==> src/rtl/imm_pkg.sv <==
// Shared definitions for the immediate generator: format encodings and the
// instruction bit positions each RV32I immediate field is gathered from.
package imm_pkg;

  typedef enum logic [2:0] {
    FMT_I   = 3'd0,
    FMT_S   = 3'd1,
    FMT_B   = 3'd2,
    FMT_U   = 3'd3,
    FMT_J   = 3'd4,
    FMT_H16 = 3'd5,
    FMT_Z5  = 3'd6,
    FMT_RSV = 3'd7
  } imm_fmt_e;

  localparam int INSTR_W  = 32;
  localparam int SIGN_BIT = 31;

  localparam int I_LSB    = 20;

  localparam int S_HI_LSB = 25;
  localparam int S_LO_MSB = 11;
  localparam int S_LO_LSB = 7;

  localparam int B_B11    = 7;
  localparam int B_HI_MSB = 30;
  localparam int B_HI_LSB = 25;
  localparam int B_LO_MSB = 11;
  localparam int B_LO_LSB = 8;

  localparam int U_LSB    = 12;

  localparam int J_HI_MSB = 19;
  localparam int J_HI_LSB = 12;
  localparam int J_B11    = 20;
  localparam int J_LO_MSB = 30;
  localparam int J_LO_LSB = 21;

  localparam int H16_MSB  = 15;

  localparam int Z5_MSB   = 19;
  localparam int Z5_LSB   = 15;

  // Zero-extension only has meaning for the formats that carry a plain field.
  function automatic logic zext_applies(input imm_fmt_e fmt);
    return (fmt == FMT_I) || (fmt == FMT_S) || (fmt == FMT_H16);
  endfunction

endpackage

==> src/rtl/imm_field_ext.sv <==
// Combinational immediate extraction: gathers the format's field from the
// instruction word and extends it to XLEN (sign or zero).
module imm_field_ext
  import imm_pkg::*;
#(
  parameter int XLEN = 32
) (
  input  logic [INSTR_W-1:0] instr,
  input  imm_fmt_e           fmt,
  input  logic               zext,
  output logic [XLEN-1:0]    imm,
  output logic               err
);

  logic               field_msb;
  logic               sgn;
  logic signed [31:0] raw;

  // Every format is first built as a 32-bit value whose bit 31 already holds
  // the extension bit, so widening to XLEN is a single signed cast.
  always_comb begin
    field_msb = (fmt == FMT_H16) ? instr[H16_MSB] : instr[SIGN_BIT];
    sgn       = field_msb & ~(zext & zext_applies(fmt));
    raw       = '0;
    err       = 1'b0;
    case (fmt)
      FMT_I:   raw = {{20{sgn}}, instr[SIGN_BIT:I_LSB]};
      FMT_S:   raw = {{20{sgn}}, instr[SIGN_BIT:S_HI_LSB], instr[S_LO_MSB:S_LO_LSB]};
      FMT_B:   raw = {{20{sgn}}, instr[B_B11], instr[B_HI_MSB:B_HI_LSB],
                      instr[B_LO_MSB:B_LO_LSB], 1'b0};
      FMT_U:   raw = {instr[SIGN_BIT:U_LSB], 12'b0};
      FMT_J:   raw = {{12{sgn}}, instr[J_HI_MSB:J_HI_LSB], instr[J_B11],
                      instr[J_LO_MSB:J_LO_LSB], 1'b0};
      FMT_H16: raw = {{16{sgn}}, instr[H16_MSB:0]};
      FMT_Z5:  raw = {27'b0, instr[Z5_MSB:Z5_LSB]};
      default: begin
        raw = '0;
        err = 1'b1;
      end
    endcase
  end

  assign imm = XLEN'(raw);

endmodule

==> src/rtl/imm_extend_pipe.sv <==
// Pipelined immediate generator: one output register plus a skid register so
// decode may stall without losing an accepted immediate; counts reserved formats.
module imm_extend_pipe
  import imm_pkg::*;
#(
  parameter int XLEN  = 32,
  parameter int CNT_W = 16
) (
  input  logic               clk,
  input  logic               reset,
  input  logic               in_valid,
  output logic               in_ready,
  input  logic [INSTR_W-1:0] in_instr,
  input  logic [2:0]         in_fmt,
  input  logic               in_zext,
  output logic               out_valid,
  input  logic               out_ready,
  output logic [XLEN-1:0]    out_imm,
  output logic               out_err,
  output logic [CNT_W-1:0]   err_cnt,
  input  logic               err_clr
);

  function automatic logic [CNT_W-1:0] sat_inc(input logic [CNT_W-1:0] cnt);
    return (&cnt) ? cnt : cnt + 1'b1;
  endfunction

  logic [XLEN-1:0]  imm_p0;
  logic             err_p0;

  logic             vld_p1;
  logic [XLEN-1:0]  imm_p1;
  logic             err_p1;
  logic             skid_vld_p1;
  logic [XLEN-1:0]  skid_imm_p1;
  logic             skid_err_p1;
  logic [CNT_W-1:0] cnt_q;

  logic in_fire;
  logic out_fire;
  logic adv;

  // ---- stage p0: field extraction and extension ----
  imm_field_ext #(
    .XLEN (XLEN)
  ) u_field_ext (
    .instr (in_instr),
    .fmt   (imm_fmt_e'(in_fmt)),
    .zext  (in_zext),
    .imm   (imm_p0),
    .err   (err_p0)
  );

  assign in_ready = ~skid_vld_p1;
  assign in_fire  = in_valid & in_ready;
  assign out_fire = vld_p1 & out_ready;
  assign adv      = out_fire | ~vld_p1;

  // ---- stage p1: output register and skid register ----
  // The skid only fills while the output is stalled, and it drains into the
  // output register before any new input is accepted, which keeps FIFO order.
  always_ff @(posedge clk or negedge reset) begin
    if (!reset) begin
      vld_p1      <= 1'b0;
      imm_p1      <= '0;
      err_p1      <= 1'b0;
      skid_vld_p1 <= 1'b0;
    end else if (adv) begin
      if (skid_vld_p1) begin
        vld_p1      <= 1'b1;
        imm_p1      <= skid_imm_p1;
        err_p1      <= skid_err_p1;
        skid_vld_p1 <= 1'b0;
      end else begin
        vld_p1 <= in_fire;
        if (in_fire) begin
          imm_p1 <= imm_p0;
          err_p1 <= err_p0;
        end
      end
    end else if (in_fire) begin
      skid_vld_p1 <= 1'b1;
    end
  end

  always_ff @(posedge clk) begin
    if (in_fire && !adv) begin
      skid_imm_p1 <= imm_p0;
      skid_err_p1 <= err_p0;
    end
  end

  always_ff @(posedge clk or negedge reset) begin
    if (!reset) begin
      cnt_q <= '0;
    end else if (err_clr) begin
      cnt_q <= '0;
    end else if (in_fire && err_p0) begin
      cnt_q <= sat_inc(cnt_q);
    end
  end

  assign out_valid = vld_p1;
  assign out_imm   = imm_p1;
  assign out_err   = err_p1;
  assign err_cnt   = cnt_q;

endmodule

==> config.mk <==
export PLATFORM = sky130hd
export DESIGN_NAME = imm_extend_pipe
export DESIGN_NICKNAME = d
export VERILOG_FILES = /design/src/rtl/imm_pkg.sv /design/src/rtl/imm_field_ext.sv /design/src/rtl/imm_extend_pipe.sv
export SDC_FILE = /design/constraint.sdc
export NUM_CORES = 1
export LEC_CHECK = 0
export BUFFER_PORTS_ARGS = -buffer_cell sky130_fd_sc_hd__buf_2
export CAP_MARGIN = 20
export CORE_ASPECT_RATIO = 1.4
export CORE_MARGIN = 2
export CORE_UTILIZATION = 59
export CTS_BUF_LIST = sky130_fd_sc_hd__clkbuf_16
export DETAILED_ROUTE_END_ITERATION = 12
export GPL_TIMING_DRIVEN = 0
export MAX_ROUTING_LAYER = met4
export PLACE_DENSITY = 0.85
export SLEW_MARGIN = 20
export SYNTH_ARGS = -nofsm -noshare
export SYNTH_HDL_FRONTEND = slang
export SYNTH_SLANG_ARGS = --single-unit
==> constraint.sdc <==
create_clock -name clk -period 6 [get_ports clk]
set_clock_uncertainty 0.1 [all_clocks]
set_input_delay 0.3 -clock clk [delete_from_list [all_inputs] [get_ports clk]]
set_output_delay 0.3 -clock clk [all_outputs]
set_load 0.02 [all_outputs]
==> reports/qor.yml, run 1 <==
die:
  core-area_sq_mm: 0.007027
  ios: 92
  start_util_pct: 61.38
  die_width_um: 76.26
  fp.dieH_um: 105.2
  rows: 36
  die_area_sq_mm: 0.008020
yosys:
  syn_nets: 476
  synth_top_cell_by_area: "dfrtp_1"
  syn_area_per_cell_sq_um: 9.938
  synthesis.area_sq_mm: 0.004313
  synth_cell_types: 56
  synth-seq-cells: 84
  netlist.area_leader.share_pct: 29.59
  synthCells: 434
  synth-edff-count: 33
  synthFlopType: "dfrtp_1"
  synth_area_leaders: "dfrtp_1 30%, edfxtp_1 23%, nand2_1 4.0%"
  synth_warnings: 0
  async_reset_ff_share_pct: 60.71
  seq_area_frac_synth_pct: 52.57
finish:
  drive_above_1_share_pct: 24.07
  num_antenna_cells: 0
  fin_nets: 577
  multiInputGateArea_sq_mm: 0.001869
  fill_cells: 526
  regArea_sq_mm: 0.002267
  area_growth_pct: 20.31
placement:
  hpwl_mm: 8.356
  place_congestion: 0.9410
  place_ws_ps: 3749
  io_buffers: 88
grt:
  grt_max_degree: 52
  antenna_found_initial: 0
  overflow: 0
  grt_usage_pct: 30.51
  first_global_vias: 3799
  grt_pass1_wl_mm: 18.51
route:
  detail_route.wl_per_cell_um: 18.59
  firstDrtPassIters: 7
  via_per_inst: 6.350
  vias: 4032
  drc: 0
  drtIter0Drc: 338
  wirelength_mm: 11.81
  ant_nets: 0
critical_path:
  critPathLaunchType: "register"
  cp.arrival_ps: 2030
  end_kind: "output pin"
  rrSetupSlack_ps: 3720
  worstPathMaxFanout: 10
  crit_type: "register to output pin"
  cp.required_ps: 5600
sta:
  relSlewSlack_pct: 55.56
  max_slew.worst_pin.slew_ps: 666.6
  fmax_mhz: 412.3
  period_needed_ps: 2426
  rsz0062_at_grt: "false"
  final_max_slew_viol_count: 0
  fin_crit_sh_pct: 40.43
  final-setup-viol-count: 0
  hold_viol: 0
  fin_tns_setup_ps: 0
  fin_ws_ps: 3574
pwr:
  static-leakage-power_nw: 2.229
  swShare_pct: 30.64
  powerDensity_mw_per_mm2: 289.2
  vdd_drop_max_mv: 0.2295
  p_int_w: 0.001041
  p_switching_w: 0.0004599
  seq_power_share_pct: 45.8
  clockPowerShare_pct: 33.8
  combPwrFrac_pct: 20.4
run:
  cap_violations: 0
clocking:
  clk_pin_slew_ps: 60
  cts_sinks: 84
  cts.path.max_buffers: 2
  cts_root_buf: "clkbuf_16"
  cts_made_buffers: 9
  cts_tree: "built"
  clkLatencyLatePin_ps: 340
  htreeDepth: 3
hold_path:
  hold_path.class: "input pin to register"
status:
  outcome: "finished clean"
==> cells in the final DEF (no fill, tap or decap), drive strengths merged, types with 2 or more instances in the layout <==
master | synthesis | routed
dfrtp | 51 | 51
clkinv | 1 | 5
nor4 | 5 | 5
nor2 | 34 | 34
mux2 | 8 | 8
or4 | 8 | 8
a311oi | 2 | 2
clkbuf | 23 | 32
nor3b | 2 | 2
a2111oi | 5 | 5
or2 | 2 | 2
o31ai | 7 | 7
nand4 | 6 | 6
nand2b | 5 | 5
a21oi | 21 | 21
o211ai | 19 | 19
nor2b | 6 | 6
and3b | 2 | 2
a21o | 4 | 4
nand3 | 28 | 28
a22o | 6 | 6
o41ai | 2 | 2
inv | 14 | 16
o21a | 4 | 4
edfxtp | 33 | 33
nand2 | 46 | 46
nand3b | 3 | 3
or3 | 3 | 3
mux2i | 9 | 9
a221oi | 6 | 6
o21ai | 31 | 31
a211oi | 16 | 16
buf | 8 | 97
==> critical path, stage by stage (launching register included) <==
cell	delay [ps]
dfrtp_1	340
clkbuf_1	410
clkinv_1	400
clkbuf_1	310
buf_2	220
==> metal layers <==
metal,GRT usage [%],share of wire [%]
met4,16.10,4.6
met5,-,0
met1,34.39,37
met3,6.390,7.9
met2,50.95,50
==> cell families (layout without fill, tap and decap cells) <==
kind of cell,Yosys count,in the layout,share of synthesized area [%]
fa+ha+maj,1,1,0.2901
buf+inv,46,152,4.264
simple gates,156,156,18.33
flops,84,84,52.57
compound gates,130,130,20.37
mux,17,17,4.178
==> area by class of cell <==
class | count | area share [%]
repair buffers | 90 | 9.260
flip-flops and latches | 84 | 43.69
inverters | 15 | 1.085
well taps | 95 | 2.291
clock buffers | 9 | 4.340
plain buffers | 31 | 2.460
clock inverters | 7 | 0.8440
multi-input cells | 304 | 36.03
==> what timing repair did <==
action,in CTS,in global routing
hold endpoints to repair,51,0
setup buffers,0,0
gates resized for setup,0,0
hold buffers,1,0
==> power groups by stage <==
stage / clock network, W / logic [W] / registers (W)
after floorplan: 0 / 0.000126 / 0.000752
after global placement: 0 / 0.000290 / 0.000696
after detailed placement: 0 / 0.000301 / 0.000697
after CTS: 0.000509 / 0.000305 / 0.000687
after global routing: 0.000530 / 0.000331 / 0.000693
final: 0.000507 / 0.000306 / 0.000688
==> registers in the layout, summed over array words and instances (netlist names) <==
name,flops
err_cnt,16
out_err,1
out_imm,32
out_valid,1
skid_err_p1,1
skid_imm_p1,32
skid_vld_p1,1
==> path summary, 6_finish.rpt <==
kind / endpoint / cells past startpoint / start
worst max-delay path: in_ready / 4 / skid_vld_p1
worst min-delay path: out_valid / 3 / in_valid
worst max register to register: err_cnt[13] / 4 / err_cnt[6]
worst min register to register: out_imm[18] / 2 / out_imm[18]
max in group asynchronous: out_imm[3] / 2 / reset
min in group asynchronous: err_cnt[4] / 2 / reset
==> metrics by stage <==
stage	hold slack, ps	cells	power, W	area, sq um	util, %
global route	154.0	635	0.001554	5189	73.84
detailed placement	278.7	618	0.0009985	4910	69.87
floorplan	-95.59	434	0.0008784	4313	-
finish	144.8	635	0.001501	5189	73.84
global placement	360.4	617	0.0009866	4872	69.34
CTS	135.1	635	0.001501	5189	73.84
==> cells in the mapped netlist (all sizes together) (2+ instances only) <==
cell type  number
inv            14
a311oi          2
a21oi          21
edfxtp         33
nand2          46
o21a            4
nand3b          3
mux2i           9
and3b           2
or3             3
nand3          28
a211oi         16
a221oi          6
a2111oi         5
or4             8
buf             8
o211ai         19
o41ai           2
o31ai           7
or2             2
o21ai          31
mux2            8
a22o            6
nor4            5
a21o            4
nor2b           6
clkbuf         23
nor3b           2
nor2           34
nand4           6
nand2b          5
dfrtp          51
Note: power is estimated with default switching activity, not from simulation.
==> run 2: changes to the inputs <==
--- a/config.mk
+++ b/config.mk
@@ -9,12 +9,12 @@
 export CAP_MARGIN = 20
 export CORE_ASPECT_RATIO = 1.4
 export CORE_MARGIN = 2
-export CORE_UTILIZATION = 59
+export CORE_UTILIZATION = 49
 export CTS_BUF_LIST = sky130_fd_sc_hd__clkbuf_16
 export DETAILED_ROUTE_END_ITERATION = 12
 export GPL_TIMING_DRIVEN = 0
 export MAX_ROUTING_LAYER = met4
-export PLACE_DENSITY = 0.85
+export PLACE_DENSITY = 0.76
 export SLEW_MARGIN = 20
 export SYNTH_ARGS = -nofsm -noshare
 export SYNTH_HDL_FRONTEND = slang
==> constraint.sdc (replaced) <==
create_clock -name clk -period 2 [get_ports clk]
set_clock_uncertainty 0.1 [all_clocks]
set_input_delay 0.1 -clock clk [delete_from_list [all_inputs] [get_ports clk]]
set_output_delay 0.1 -clock clk [all_outputs]
set_load 0.02 [all_outputs]
==> reports/qor.yml, run 2 (same netlist as run 1, synthesis figures left out) <==
placement:
  hpwl_mm: 8.534  # +2.1%
  place_congestion: 0.9798  # +4.1%
  io_buffers: 88  # unchanged
  placed_cell_area_sq_mm: 0.004895  # -0.31%
  dp_cells: 627  # +1.5%
pwr:
  total_power_w: 0.004842  # +220%
  static-leakage-power_nw: 2.391  # +7.3%
  vdd_drop_max_mv: 0.5658  # +150%
  powerDensity_mw_per_mm2: 876.5  # +200%
clocking:
  cts_made_buffers: 9  # unchanged
  clkLatencyLatePin_ps: 350  # about the same
  htreeDepth: 3  # unchanged
  cts_tree: "built"
  cts_sinks: 84  # unchanged
  clk_pin_slew_ps: 70  # about the same
  cts_root_buf: "clkbuf_16"
  cts.path.max_buffers: 2  # unchanged
critical_path:
  cp.required_ps: 2150  # -3450 ps
  r2r-end: "err_cnt[9]"
  rrSetupSlack_ps: 50  # -3670 ps
  end_kind: "register"
  cp.arrival_ps: 2100  # +70 ps
  reg2regPathDepth: 5  # +1
  critPathLaunchType: "register"
  rr_startpoint: "skid_vld_p1"
  crit_type: "register to register"
  worstPathMaxFanout: 10  # unchanged
sta:
  final-setup-viol-count: 0  # unchanged
  rsz0062_at_grt: "true"
  fmax_mhz: 513.9
  hold_viol: 0  # unchanged
  final_max_slew_viol_count: 0  # unchanged
  period_needed_ps: 1946
  max_slew.worst_pin.slew_ps: 683.6  # +16.98 ps
  relSlewSlack_pct: 54.43  # -1.1 points
  fin_crit_sh_pct: 97.30
die:
  rows: 40  # +11%
  fp.dieH_um: 115.0  # +9.4%
  ios: 92  # unchanged
  start_util_pct: 50.39  # -11 points
  die_width_um: 83.29  # +9.2%
  core-area_sq_mm: 0.008558  # +22%
  die_area_sq_mm: 0.009579  # +19%
grt:
  antenna_found_initial: 0  # unchanged
  grt_pass1_wl_mm: 19.42  # +4.9%
  grt_usage_pct: 26.87  # -3.6 points
  first_global_vias: 3946  # +3.9%
  grt_max_degree: 52  # unchanged
  overflow: 0  # unchanged
route:
  firstDrtPassIters: 5  # -2
  wirelength_mm: 12.38  # +4.9%
  detail_route.wl_per_cell_um: 18.62  # +0.16%
  via_per_inst: 6.050  # -4.7%
  vias: 4023  # -0.22%
  ant_nets: 0  # unchanged
  drc: 0  # unchanged
  drtIter0Drc: 206  # -39%
run:
  cap_violations: 0  # unchanged
finish:
  fin_nets: 597  # +3.5%
  design_area_sq_mm: 0.005524  # +6.5%
  drive_above_1_share_pct: 28.57  # +4.5 points
  layout_commonest_cell: "buf_2"
  layout_common_cells: "92 x buf_2, 46 x nand2_1, 45 x dfrtp_1"
  area_growth_pct: 28.08
  instances_no_fill: 665  # +4.7%
  multiInputGateArea_sq_mm: 0.001931  # +3.3%
  regArea_sq_mm: 0.002275  # +0.33%
  num_antenna_cells: 0  # unchanged
  fill_cells: 710  # +35%
hold_path:
  min_to: "skid_imm_p1[8]"
  min-delay-start: "in_instr[28]"
  hold_path.class: "input pin to register"
  min_path_cells: 2  # -1
status:
  outcome: "finished clean"
## run 2: worst max-delay path by stage
stage                           end         from  slack (ps)  cells past startpoint
finish                   err_cnt[9]  skid_vld_p1          50                      5
global route            err_cnt[13]     in_valid         -50                      7
CTS                      err_cnt[5]   err_cnt[0]           5                      6
detailed placement  skid_imm_p1[19]    out_valid        -190                      4
global placement    skid_imm_p1[17]    out_valid        -190                      4
floorplan               err_cnt[13]   err_cnt[2]          10                      4
## run 2: through the flow
| stage | setup TNS (ps) | hold slack [ps] | setup slack, ps | utilization, % |
|---|---|---|---|---|
| after floorplan | 0 | -295.6 | 13.05 | - |
| after global placement | -8295 | 275.1 | -191.8 | 57.16 |
| after detailed placement | -9689 | 83.31 | -192.9 | 57.19 |
| after CTS | 0 | 23.59 | 5.323 | 63.20 |
| after global routing | -54.68 | 17.82 | -54.68 | 64.55 |
| final | 0 | 24.33 | 53.91 | 64.55 |
## run 2: power breakdown
part	internal (W)	switching [W]	total, W
clock network	0.00112	0.000708	0.00183
logic	0.000333	0.000622	0.000955
registers	0.00198	0.0000842	0.00206
total	0.00343	0.00141	0.00484
## run 2: critical path, stage by stage (launching register included)
cell and delay (ps):
dfrtp_1 380, clkbuf_2 210, nand2b_2 330, nor4_1 420
a21oi_1 130, a311oi_1 270
## run 2: layout make-up
class | instances | area share (%)
Sequential cell | 84 | 41.18
Multi-Input combinational cell | 305 | 34.95
Timing Repair Buffer | 111 | 12.10
Clock buffer | 11 | 4.983
Tap cell | 105 | 2.378
Buffer | 29 | 2.356
Inverter | 15 | 1.042
Clock inverter | 5 | 1.019
## run 2: per-layer routing
metal / share of wire (%) / global-route usage, % / vias up
li1: - / - / 1874
met1: 40 / 30.94 / 1961
met2: 51 / 45.32 / 163
met3: 6.1 / 5.671 / 25
met4: 2.8 / 12.13 / 0
met5: 0 / - / -
## run 2: what timing repair did
item                       4_1_cts  5_1_grt
cloned                           1        0
buffers inserted                 4        8
resized for setup               10       19
pin swaps                        2        2
setup endpoints to repair       69       69
hold endpoints to repair        60        0
hold buffers                    11        0
==> run 3: changes to the inputs <==
--- a/config.mk
+++ b/config.mk
@@ -9,12 +9,12 @@
 export CAP_MARGIN = 20
 export CORE_ASPECT_RATIO = 1.4
 export CORE_MARGIN = 2
-export CORE_UTILIZATION = 49
-export CTS_BUF_LIST = sky130_fd_sc_hd__clkbuf_16
+export CORE_UTILIZATION = 51
+export CTS_BUF_LIST = sky130_fd_sc_hd__clkbuf_8
 export DETAILED_ROUTE_END_ITERATION = 12
 export GPL_TIMING_DRIVEN = 0
 export MAX_ROUTING_LAYER = met4
-export PLACE_DENSITY = 0.76
+export PLACE_DENSITY = 0.78
 export SLEW_MARGIN = 20
 export SYNTH_ARGS = -nofsm -noshare
 export SYNTH_HDL_FRONTEND = slang
==> reports/qor.yml, run 3 (same netlist as run 1, synthesis figures left out) <==
status:
  outcome: "finished clean"
hold_path:
  hold_path.class: "input pin to register"
  min_to: "skid_imm_p1[9]"
  min-delay-start: "in_instr[9]"
  min_path_cells: 2  # unchanged
critical_path:
  crit_buf_inv: 0  # -1
  rrSetupSlack_ps: 50  # about the same
  rr_startpoint: "err_cnt[9]"
  cp_slowest_cell: "or4_4"
  reg2regPathDepth: 4  # -1
  crit_family: "simple AND/OR/NAND/NOR gates"
  cp.arrival_ps: 2150  # +50 ps
  critPathLaunchType: "register"
  cp_slowest_stage_delay_ps: 550  # +130 ps
  worstPathMaxFanout: 6  # -4
  r2r-end: "err_cnt[11]"
  cp.required_ps: 2200  # +50 ps
  path_cells: "nand4_4 -> or4_4 -> or4_1 -> a21oi_1"
  end_kind: "register"
  crit_type: "register to register"
die:
  rows: 39  # -2.5%
  die_width_um: 81.72  # -1.9%
  core-area_sq_mm: 0.008198  # -4.2%
  start_util_pct: 52.61  # +2.2 points
  ios: 92  # unchanged
  fp.dieH_um: 112.8  # -1.9%
  die_area_sq_mm: 0.009219  # -3.8%
sta:
  fin_crit_sh_pct: 97.32  # about the same
  fmax_mhz: 513.8  # about the same
  final_max_slew_viol_count: 0  # unchanged
  fin_ws_ps: 53.56  # -0.3526 ps
  max_slew.worst_pin.slew_ps: 797.6  # +114.0 ps
  period_needed_ps: 1946  # +0.3526 ps
  whs_ps: 14.22  # -10.11 ps
  rsz0062_at_grt: "true"
  relSlewSlack_pct: 45.45  # -9.0 points
  hold_viol: 0  # unchanged
  final-setup-viol-count: 0  # unchanged
  fin_tns_setup_ps: 0  # unchanged
route:
  wirelength_mm: 12.12  # -2.1%
  drc: 0  # unchanged
  detail_route.wl_per_cell_um: 18.31  # -1.7%
  drtIter0Drc: 390  # +89%
  ant_nets: 0  # unchanged
  via_per_inst: 6.097  # +0.78%
  vias: 4036  # +0.32%
  firstDrtPassIters: 6  # +1
placement:
  hpwl_mm: 8.687  # +1.8%
  dp_cells: 624  # -0.48%
  io_buffers: 88  # unchanged
  place_ws_ps: -217.7  # -24.84 ps
  place_congestion: 0.9266  # -5.4%
  placed_cell_area_sq_mm: 0.004891  # about the same
grt:
  grt_usage_pct: 27.87  # +1.0 points
  overflow: 0  # unchanged
  antenna_found_initial: 0  # unchanged
  grt_max_degree: 52  # unchanged
  first_global_vias: 3865  # -2.1%
  grt_pass1_wl_mm: 18.91  # -2.6%
clocking:
  clkLatencyLatePin_ps: 370  # +20 ps
  cts_made_buffers: 9  # unchanged
  cts.path.max_buffers: 2  # unchanged
  htreeDepth: 3  # unchanged
  cts_sinks: 84  # unchanged
  cts_tree: "built"
  cts_root_buf: "clkbuf_8"
  clk_pin_slew_ps: 90  # +20 ps
pwr:
  powerDensity_mw_per_mm2: 773.4  # -12%
  static-leakage-power_nw: 2.298  # -3.9%
  vdd_drop_max_mv: 0.4766  # -16%
finish:
  num_antenna_cells: 0  # unchanged
  drive_above_1_share_pct: 27.86  # -0.71 points
  layout_commonest_cell: "buf_2"
  fin_nets: 597  # unchanged
  layout_common_cells: "91 x buf_2, 45 x nand2_1, 44 x dfrtp_1"
  design_area_sq_mm: 0.005388  # -2.5%
  fill_cells: 674  # -5.1%
  area_growth_pct: 24.92
  instances_no_fill: 662  # -0.45%
run:
  cap_violations: 0  # unchanged
[run 3: cell type report]
cell class	instances	area, sq um	share of cell area [%]
Tap cell	102	127.6	2.369
Buffer	30	132.6	2.462
Clock buffer	9	123.9	2.299
Inverter	15	60.06	1.115
Sequential cell	84	2276	42.24
Clock inverter	7	58.81	1.091
Multi-Input combinational cell	305	1931	35.83
Timing Repair Buffer	110	678.2	12.59
[run 3: through the flow]
stage / power, W / util (%)
2_1_floorplan: 0.002637 / -
3_3_place_gp: 0.002971 / 59.63
3_5_place_dp: 0.002999 / 59.66
4_1_cts: 0.004177 / 65.09
5_1_grt: 0.004365 / 65.72
6_report: 0.004167 / 65.72
[run 3: worst max path at each step]
stage	from	end	slack, ps	depth (start not counted)
finish	err_cnt[9]	err_cnt[11]	50	4
global route	skid_vld_p1	out_imm[12]	-60	5
CTS	err_cnt[1]	err_cnt[9]	10	6
detailed placement	err_cnt[2]	err_cnt[12]	-220	4
global placement	out_valid	skid_imm_p1[18]	-190	4
floorplan	err_cnt[2]	err_cnt[13]	10	4
[run 3: timing repair]
item,CTS,global route
setup buffers,3,1
setup endpoints to repair,72,48
endpoints found under the hold margin,64,0
pin swaps,3,3
gates resized for setup,12,18
hold buffers,18,0
cloned,1,0
[run 3: power by group]
group	total (W)	internal, W	switching [W]
registers	0.00206	0.00197	0.0000818
clock network	0.00115	0.000468	0.000687
logic	0.000956	0.000341	0.000615
[run 3: routing by layer]
metal	wire (um)	GRT usage (%)	vias up
li1	-	-	1877
met1	4768	33.16	1917
met2	6142	46.23	207
met3	840	5.024	35
met4	371	11.00	0
met5	0	-	-
